--- config.mk ---
export PLATFORM = sky130hd
export DESIGN_NAME = ffe_tap_sequencer
export DESIGN_NICKNAME = d
export VERILOG_FILES = /design/src/rtl/ffe_tap_sequencer.sv
export SDC_FILE = /design/constraint.sdc
export NUM_CORES = 1
export LEC_CHECK = 0
export ABC_CLOCK_PERIOD_IN_PS = 6200
export CORE_MARGIN = 3
export CORE_UTILIZATION = 38
export DETAILED_ROUTE_END_ITERATION = 10
export GPL_ROUTABILITY_DRIVEN = 0
export GPL_TIMING_DRIVEN = 0
export PLACE_DENSITY = 0.55
export SYNTH_ARGS = -nofsm -noshare
export SYNTH_HDL_FRONTEND = slang
export SYNTH_SLANG_ARGS = --single-unit
--- constraint.sdc ---
create_clock -name clock -period 6.2 [get_ports clock]
set_input_delay 0.62 -clock clock [delete_from_list [all_inputs] [get_ports clock]]
set_output_delay 0.62 -clock clock [all_outputs]
set_load 0.01 [all_outputs]
--- src/rtl/ffe_tap_sequencer.sv ---
`default_nettype none
// ============================================================================
// Module      : ffe_tap_sequencer
// Description : Maps channel corner-frequency estimates to FFE pre/post tap
//               targets and ramps the TX driver taps toward them one LSB per
//               step over a valid/ready handshake, pausing STEP_INTERVAL
//               clocks between steps. The main tap always carries the
//               remaining weight: MAIN_MAX - pre - post.
//               Optional: define FFE_HYSTERESIS_EN to ignore new codes whose
//               post-tap target lies within HYST LSBs of the current one.
// Revision    : 1.0 - initial release
// ============================================================================
module ffe_tap_sequencer #(
    parameter int unsigned FREQ_WIDTH    = 12,
    parameter int unsigned TAP_WIDTH     = 6,
    parameter int unsigned STEP_INTERVAL = 16,
    parameter int unsigned HYST          = 2
) (
    input  logic                  clock,
    input  logic                  reset,
    input  logic [FREQ_WIDTH-1:0] freq_code,
    input  logic                  freq_valid,
    output logic [TAP_WIDTH-1:0]  pre_tap,
    output logic [TAP_WIDTH-1:0]  main_tap,
    output logic [TAP_WIDTH-1:0]  post_tap,
    output logic                  tap_valid,
    input  logic                  tap_ready,
    output logic                  settled,
    output logic                  busy
);

`ifdef FFE_HYSTERESIS_EN
    localparam bit HYST_EN = 1'b1;
`else
    localparam bit HYST_EN = 1'b0;
`endif

    localparam int unsigned          SHIFT    = FREQ_WIDTH - TAP_WIDTH + 1;
    localparam int unsigned          CNT_W    = (STEP_INTERVAL > 1) ? $clog2(STEP_INTERVAL) : 1;
    localparam logic [CNT_W-1:0]     CNT_LAST = CNT_W'(STEP_INTERVAL - 1);
    localparam logic [TAP_WIDTH-1:0] MAIN_MAX = '1;

    typedef enum logic [2:0] {
        S_IDLE      = 3'd0,
        S_MAP       = 3'd1,
        S_STEP      = 3'd2,
        S_HANDSHAKE = 3'd3,
        S_WAIT      = 3'd4
    } state_t;

    state_t                state_q,     state_d;
    logic [FREQ_WIDTH-1:0] code_q,      code_d;
    logic [FREQ_WIDTH-1:0] pend_code_q, pend_code_d;
    logic                  pend_q,      pend_d;
    logic [TAP_WIDTH-1:0]  pre_q,       pre_d;
    logic [TAP_WIDTH-1:0]  post_q,      post_d;
    logic [TAP_WIDTH-1:0]  tgt_pre_q,   tgt_pre_d;
    logic [TAP_WIDTH-1:0]  tgt_post_q,  tgt_post_d;
    logic                  valid_q,     valid_d;
    logic                  settled_q,   settled_d;
    logic                  have_tgt_q,  have_tgt_d;
    logic [CNT_W-1:0]      cnt_q,       cnt_d;

    // Targets derived from the latched code: a narrower channel (smaller
    // code) asks for more post-cursor emphasis.
    logic [TAP_WIDTH-1:0] map_post;
    logic [TAP_WIDTH-1:0] map_pre;
    logic [TAP_WIDTH-1:0] post_diff;
    logic                 at_target;
    logic                 map_at_target;
    logic                 hyst_reject;

    assign map_post      = TAP_WIDTH'((~code_q) >> SHIFT);
    assign map_pre       = map_post >> 2;
    assign post_diff     = (map_post > tgt_post_q) ? (map_post - tgt_post_q)
                                                   : (tgt_post_q - map_post);
    assign at_target     = (pre_q == tgt_pre_q) && (post_q == tgt_post_q);
    assign map_at_target = (pre_q == map_pre) && (post_q == map_post);
    // The first code after reset has no previous target to compare with.
    assign hyst_reject   = HYST_EN && have_tgt_q && (32'(post_diff) <= HYST);

    // Next-state and datapath decisions for the ramp sequencer.
    always_comb begin
        state_d     = state_q;
        code_d      = code_q;
        pend_d      = pend_q;
        pend_code_d = pend_code_q;
        pre_d       = pre_q;
        post_d      = post_q;
        tgt_pre_d   = tgt_pre_q;
        tgt_post_d  = tgt_post_q;
        valid_d     = valid_q;
        settled_d   = 1'b0;
        have_tgt_d  = have_tgt_q;
        cnt_d       = cnt_q;

        // Codes arriving while busy park in a one-deep slot; newest wins.
        if (freq_valid && (state_q != S_IDLE)) begin
            pend_d      = 1'b1;
            pend_code_d = freq_code;
        end

        case (state_q)
            S_IDLE: begin
                if (freq_valid) begin
                    code_d  = freq_code;
                    state_d = S_MAP;
                end else if (pend_q) begin
                    code_d  = pend_code_q;
                    pend_d  = 1'b0;
                    state_d = S_MAP;
                end
            end
            S_MAP: begin
                if (hyst_reject) begin
                    // Keep the old targets; resume only if still short of them.
                    state_d = at_target ? S_IDLE : S_STEP;
                end else begin
                    tgt_pre_d  = map_pre;
                    tgt_post_d = map_post;
                    have_tgt_d = 1'b1;
                    if (map_at_target) begin
                        settled_d = 1'b1;
                        state_d   = S_IDLE;
                    end else begin
                        state_d = S_STEP;
                    end
                end
            end
            S_STEP: begin
                if (pre_q < tgt_pre_q) begin
                    pre_d = pre_q + TAP_WIDTH'(1);
                end else if (pre_q > tgt_pre_q) begin
                    pre_d = pre_q - TAP_WIDTH'(1);
                end
                if (post_q < tgt_post_q) begin
                    post_d = post_q + TAP_WIDTH'(1);
                end else if (post_q > tgt_post_q) begin
                    post_d = post_q - TAP_WIDTH'(1);
                end
                valid_d = 1'b1;
                state_d = S_HANDSHAKE;
            end
            S_HANDSHAKE: begin
                if (tap_ready) begin
                    valid_d = 1'b0;
                    cnt_d   = '0;
                    state_d = S_WAIT;
                end
            end
            S_WAIT: begin
                if (cnt_q == CNT_LAST) begin
                    if (freq_valid || pend_q) begin
                        code_d  = freq_valid ? freq_code : pend_code_q;
                        pend_d  = 1'b0;
                        state_d = S_MAP;
                    end else if (at_target) begin
                        settled_d = 1'b1;
                        state_d   = S_IDLE;
                    end else begin
                        state_d = S_STEP;
                    end
                end else begin
                    cnt_d = cnt_q + CNT_W'(1);
                end
            end
            default: begin
                state_d = S_IDLE;
            end
        endcase
    end

    // State and datapath registers; reset aborts any ramp or handshake.
    always_ff @(posedge clock) begin
        if (!reset) begin
            state_q     <= S_IDLE;
            code_q      <= '0;
            pend_q      <= 1'b0;
            pend_code_q <= '0;
            pre_q       <= '0;
            post_q      <= '0;
            tgt_pre_q   <= '0;
            tgt_post_q  <= '0;
            valid_q     <= 1'b0;
            settled_q   <= 1'b0;
            have_tgt_q  <= 1'b0;
            cnt_q       <= '0;
        end else begin
            state_q     <= state_d;
            code_q      <= code_d;
            pend_q      <= pend_d;
            pend_code_q <= pend_code_d;
            pre_q       <= pre_d;
            post_q      <= post_d;
            tgt_pre_q   <= tgt_pre_d;
            tgt_post_q  <= tgt_post_d;
            valid_q     <= valid_d;
            settled_q   <= settled_d;
            have_tgt_q  <= have_tgt_d;
            cnt_q       <= cnt_d;
        end
    end

    assign pre_tap   = pre_q;
    assign post_tap  = post_q;
    assign main_tap  = MAIN_MAX - pre_q - post_q;
    assign tap_valid = valid_q;
    assign settled   = settled_q;
    assign busy      = (state_q != S_IDLE);

endmodule
`default_nettype wire
==> out/summary.md <==
The flow ran to the end, and the final reports show no timing, DRC or antenna violations. In this design, the largest share of critical-path delay is due to compound AO/OA/AOI/OAI gates. In this run the worst setup path terminates at main_tap[5].

The tools report the antenna violation net count after detailed routing as 0. Sequential elements use 29.76% of the synthesized area. The number of hold buffers added after CTS was 0. Registers take 740.7 um2.

The tools report the setup slack on the worst flop-to-flop path as 3170 ps. Among all flip-flop cells after synthesis, the most frequent one is sky130_fd_sc_hd__dfxtp_1. Buffers placed on the I/O ports in this run total 28.

The HPWL after detailed placement came out at 4257 um. The overall global routing resource usage is 15.53%, and the average vias per placed instance is 5.316. The area added between synthesis and finish is 18.50%. Dividing total power by cell area gives a power density of 286.1 mW/mm2. For the headroom to the max-slew limit, the log shows 61.50%. Post-CTS clock slew at the launch and capture registers of the worst setup and hold paths: 80 ps. TritonCTS built the clock tree. Net switching is 38.30% of the power. The logs give 326 for the total nets after synthesis and 0 for the count of pins over their slew limit.

The clock passes through at most 2 buffers. The final layout contains routed wiring with a total length of 5550 um. The share of power burned in combinational logic was 45.4%; the deepest level of the CTS H-tree was 2. Setup violations remaining at the end of the flow were counted as 0.

In this design, the stage delay of the slowest critical-path cell is 590 ps. The horizontal die dimension is 86.93 um, and the number of synthesis warnings is 0. The detailed router put a total of 2745 um of wire on met1.

The number of stages on the worst setup path works out to 8. The post-CTS setup buffer count is 0, and the worst clock skew on the final layout is 4.282 ps. Along the worst path, the maximum fanout reaches 8. The timing startpoint of the critical path is pre_tap[1]. The cell count of the worst reg-to-reg path is 11, and the share of final-layout standard cells stronger than drive strength 1 is 8.100%. The total met3 wirelength after detailed routing was 211 um; the CTS buffer count was 5. Row generation in the floorplan step produced 28 rows. The run gives 0 as the number of diodes. From bottom edge to top edge, the die measures 86.93 um. For this design the total switching power over the nets is 0.3232 mW. The tools report the clock root buffer as sky130_fd_sc_hd__clkbuf_8. Counting distinct cell types in the post-synthesis netlist gives 58.

The number of flops mapped to enable cells by yosys works out to 0. The tightest min-delay check is of the flop to flop type. The critical path is of the flop to primary output type. The peak supply drop was 168.9 uV.

The clock net in this run drives a total of 37 sinks. STA puts the critical path data required time at 5580 ps. The number of global-route vias before repair was 1991. The share of synthesized registers carrying an async set or reset is 0%. The worst setup slack after placement is 3053 ps, and the total number of vias is 2105. The detailed router used layers up to and including met4. The logs give 0 for the final number of hold-violating endpoints and 290 ps for the worst-skew pair later-pin latency. After global routing the overflow that remains totals 0.

The logs give 0 for the initial antenna violation count and 0.5206 mW for the internal cell power. 37 I/O pins were placed. In the routed design, unresolved DRC markers number 0. Setup repair after global routing left no endpoint under its margin. The synthesized area is 0.002489 mm2.

The run gives 0 as the max capacitance violation total. Among all stages on the critical path, the largest delay is contributed by sky130_fd_sc_hd__clkdlybuf4s50_1. The met2 wire length was 2555 um.

Entering global routing, the biggest net connects 13 pins. The logs give 285 for the number of instances in the synthesized netlist and 34.8% for the part of the power in registers. Setup slack closes at 2723 ps. STA classifies the critical path endpoint as a primary output. The detailed router's first-iteration violation count was 46.

The worst reg2reg path startpoint is post_tap[1]. In this run the standard cell core region covers 0.006131 mm2. Gates resized during post-CTS repair numbered 0. The tools report the end of the worst register-to-register path as post_tap[5]. Subtracting the final worst setup slack from the clock period gives 3477 ps. The first-pass GRT wire length is 9425 um, and the detailed-router iteration count before antenna repair is 4.

The final net count is 361, and the measured slew at the worst slew-check pin is 577.5 ps. In this run, synthesis produced a sequential element count of 37. The post-synthesis average cell area came out at 8.732 um2. The tools report the startpoint type of the worst setup path as a flop. The critical path contains buffers and inverters numbering 2 combined.

At the worst endpoint, the arrival time is 2860 ps. The logs give 0.001607 mm2 for the footprint of the multi-input gates and 40.59% for the starting density of the core. The count of filler cells inserted in the layout came out at 611.

Traced cell by cell, the critical path runs through inv_1, ha_1, nor2b_1, o21ai_0, a21boi_0, nor4_1, a311oi_1, clkdlybuf4s50_1. Of the available clock period, the critical path in the final layout requires 56.08%. The static leakage is 1.236 nW.

The logs give 0.007556 mm2 for the area enclosed by the die boundary and 19.8% for the clock share of power. Sum of negative setup slack: 0 ps. After detailed routing, the average wire length per cell comes to 14.02 um. For this run, the top clock speed supported by timing is 287.6 MHz.
-- layout by cell type, fill, tap and decap left out, types with 5 or more instances in the layout --
| cell | count |
|---|---|
| sky130_fd_sc_hd__clkbuf_8 | 7 |
| sky130_fd_sc_hd__a211oi_1 | 5 |
| sky130_fd_sc_hd__nand3_1 | 13 |
| sky130_fd_sc_hd__ha_1 | 22 |
| sky130_fd_sc_hd__clkbuf_1 | 6 |
| sky130_fd_sc_hd__o21ai_1 | 5 |
| sky130_fd_sc_hd__nor2_1 | 10 |
| sky130_fd_sc_hd__o21ai_0 | 12 |
| sky130_fd_sc_hd__mux2i_1 | 10 |
| sky130_fd_sc_hd__inv_1 | 20 |
| sky130_fd_sc_hd__a21oi_1 | 9 |
| sky130_fd_sc_hd__o211a_1 | 5 |
| sky130_fd_sc_hd__xor2_1 | 9 |
| sky130_fd_sc_hd__dfxtp_1 | 37 |
| sky130_fd_sc_hd__a21boi_1 | 6 |
| sky130_fd_sc_hd__clkdlybuf4s50_1 | 28 |
| sky130_fd_sc_hd__and2_1 | 9 |
| sky130_fd_sc_hd__nand2_1 | 33 |
-- per-stage QoR --
stage / cells / utilization [%] / hold WS [ps] / total power [mW] / instance area, um2
after global routing: 396 / 48.10 / 473.5 / 0.9222 / 2949
after detailed placement: 388 / 46.69 / 446.4 / 0.6839 / 2863
after global placement: 388 / 46.69 / 440.2 / 0.6796 / 2863
after CTS: 396 / 48.10 / 457.5 / 0.8560 / 2949
after floorplan: 285 / - / 434.4 / 0.5691 / 2489
final: 396 / 48.10 / 457.0 / 0.8437 / 2949
-- layer usage --
layer / vias up / global-route usage (%)
met5: - / 0
met4: 0 / 3.258
met1: 978 / 21.44
li1: 1085 / -
met3: 6 / 3.027
met2: 36 / 25.12
-- power by group through the flow --
stage          sequential [mW]  combinational, mW  clock (mW)
2_1_floorplan            0.293              0.276           0
3_3_place_gp             0.299              0.380           0
3_5_place_dp             0.300              0.384           0
4_1_cts                  0.294              0.387       0.175
5_1_grt                  0.299              0.438       0.186
6_report                 0.293              0.383       0.167
-- cell usage after synthesis, types with 2 or more instances --
master / count / area, um2
sky130_fd_sc_hd__mux2i_1: 10 / 100.1
sky130_fd_sc_hd__nand2_1: 33 / 123.9
sky130_fd_sc_hd__nand4_1: 2 / 12.51
sky130_fd_sc_hd__a21boi_0: 3 / 22.52
sky130_fd_sc_hd__and2_1: 9 / 56.30
sky130_fd_sc_hd__nor2_1: 10 / 37.54
sky130_fd_sc_hd__xor2_1: 9 / 78.83
sky130_fd_sc_hd__o311a_1: 2 / 20.02
sky130_fd_sc_hd__nand3_1: 13 / 65.06
sky130_fd_sc_hd__o21ai_0: 12 / 60.06
sky130_fd_sc_hd__nor3b_1: 3 / 22.52
sky130_fd_sc_hd__a21o_1: 4 / 30.03
sky130_fd_sc_hd__nor4_1: 2 / 12.51
sky130_fd_sc_hd__nand2b_1: 3 / 18.77
sky130_fd_sc_hd__clkbuf_1: 6 / 22.52
sky130_fd_sc_hd__fa_1: 3 / 60.06
sky130_fd_sc_hd__nor2b_1: 4 / 25.02
sky130_fd_sc_hd__and4b_1: 2 / 20.02
sky130_fd_sc_hd__or2_1: 2 / 12.51
sky130_fd_sc_hd__nor3_1: 4 / 20.02
sky130_fd_sc_hd__a2111oi_2: 2 / 30.03
sky130_fd_sc_hd__dfxtp_1: 37 / 740.7
sky130_fd_sc_hd__o31ai_1: 3 / 22.52
sky130_fd_sc_hd__a21boi_1: 6 / 45.04
sky130_fd_sc_hd__o21ai_1: 5 / 25.02
sky130_fd_sc_hd__o21a_1: 2 / 15.01
sky130_fd_sc_hd__o211a_1: 5 / 50.05
sky130_fd_sc_hd__a21oi_1: 9 / 45.04
sky130_fd_sc_hd__inv_1: 20 / 75.07
sky130_fd_sc_hd__or3_1: 2 / 12.51
sky130_fd_sc_hd__clkbuf_8: 2 / 27.53
sky130_fd_sc_hd__a211oi_1: 5 / 37.54
sky130_fd_sc_hd__o21bai_1: 2 / 15.01
sky130_fd_sc_hd__ha_1: 22 / 275.3
sky130_fd_sc_hd__xnor2_1: 4 / 35.03
-- worst min path at each step --
stage,start,to,slack [ps],cells past startpoint
3_5_place_dp,pend_code_q[8],pend_code_q[8],450,2
6_report,pend_code_q[11],pend_code_q[11],460,2
4_1_cts,pend_code_q[8],pend_code_q[8],460,2
2_1_floorplan,pend_code_q[10],pend_code_q[10],430,2
5_1_grt,pend_code_q[8],pend_code_q[8],470,2
3_3_place_gp,pend_code_q[8],pend_code_q[8],440,2
-- tightest hold or removal path, cell delays in order (launching register included) --
cell and delay, ps:
sky130_fd_sc_hd__dfxtp_1 310, sky130_fd_sc_hd__nand2_1 50, sky130_fd_sc_hd__a21boi_1 50
-- sequential cells by signal (all words and copies together), names as in the netlist --
| signal | cells |
|---|---|
| code_q | 5 |
| state_q | 3 |
| settled | 1 |
| pend_q | 1 |
| post_tap | 6 |
| pre_tap | 6 |
| cnt_q | 4 |
| tgt_post_q | 5 |
| pend_code_q | 5 |
| tap_valid | 1 |
-- cell type report --
class | instances | area share, %
clock inverters | 3 | 0.5940
plain buffers | 10 | 2.249
repair buffers | 28 | 9.504
inverters | 20 | 2.546
multi-input cells | 218 | 54.48
flip-flops and latches | 37 | 25.12
clock buffers | 5 | 2.333
well taps | 75 | 3.182
-- cell families after synthesis --
kind of cell / count (synthesis) / synth area share [%]
AOI/OAI and AO/OA: 70 / 20.06
xor gates and xnor gates: 13 / 4.575
adders and majority gates: 25 / 13.47
buffers and inverters: 30 / 5.681
DFF: 37 / 29.76
muxes: 10 / 4.022
and+or+nand+nor: 100 / 22.42
Note: power is estimated with default switching activity, not from simulation.
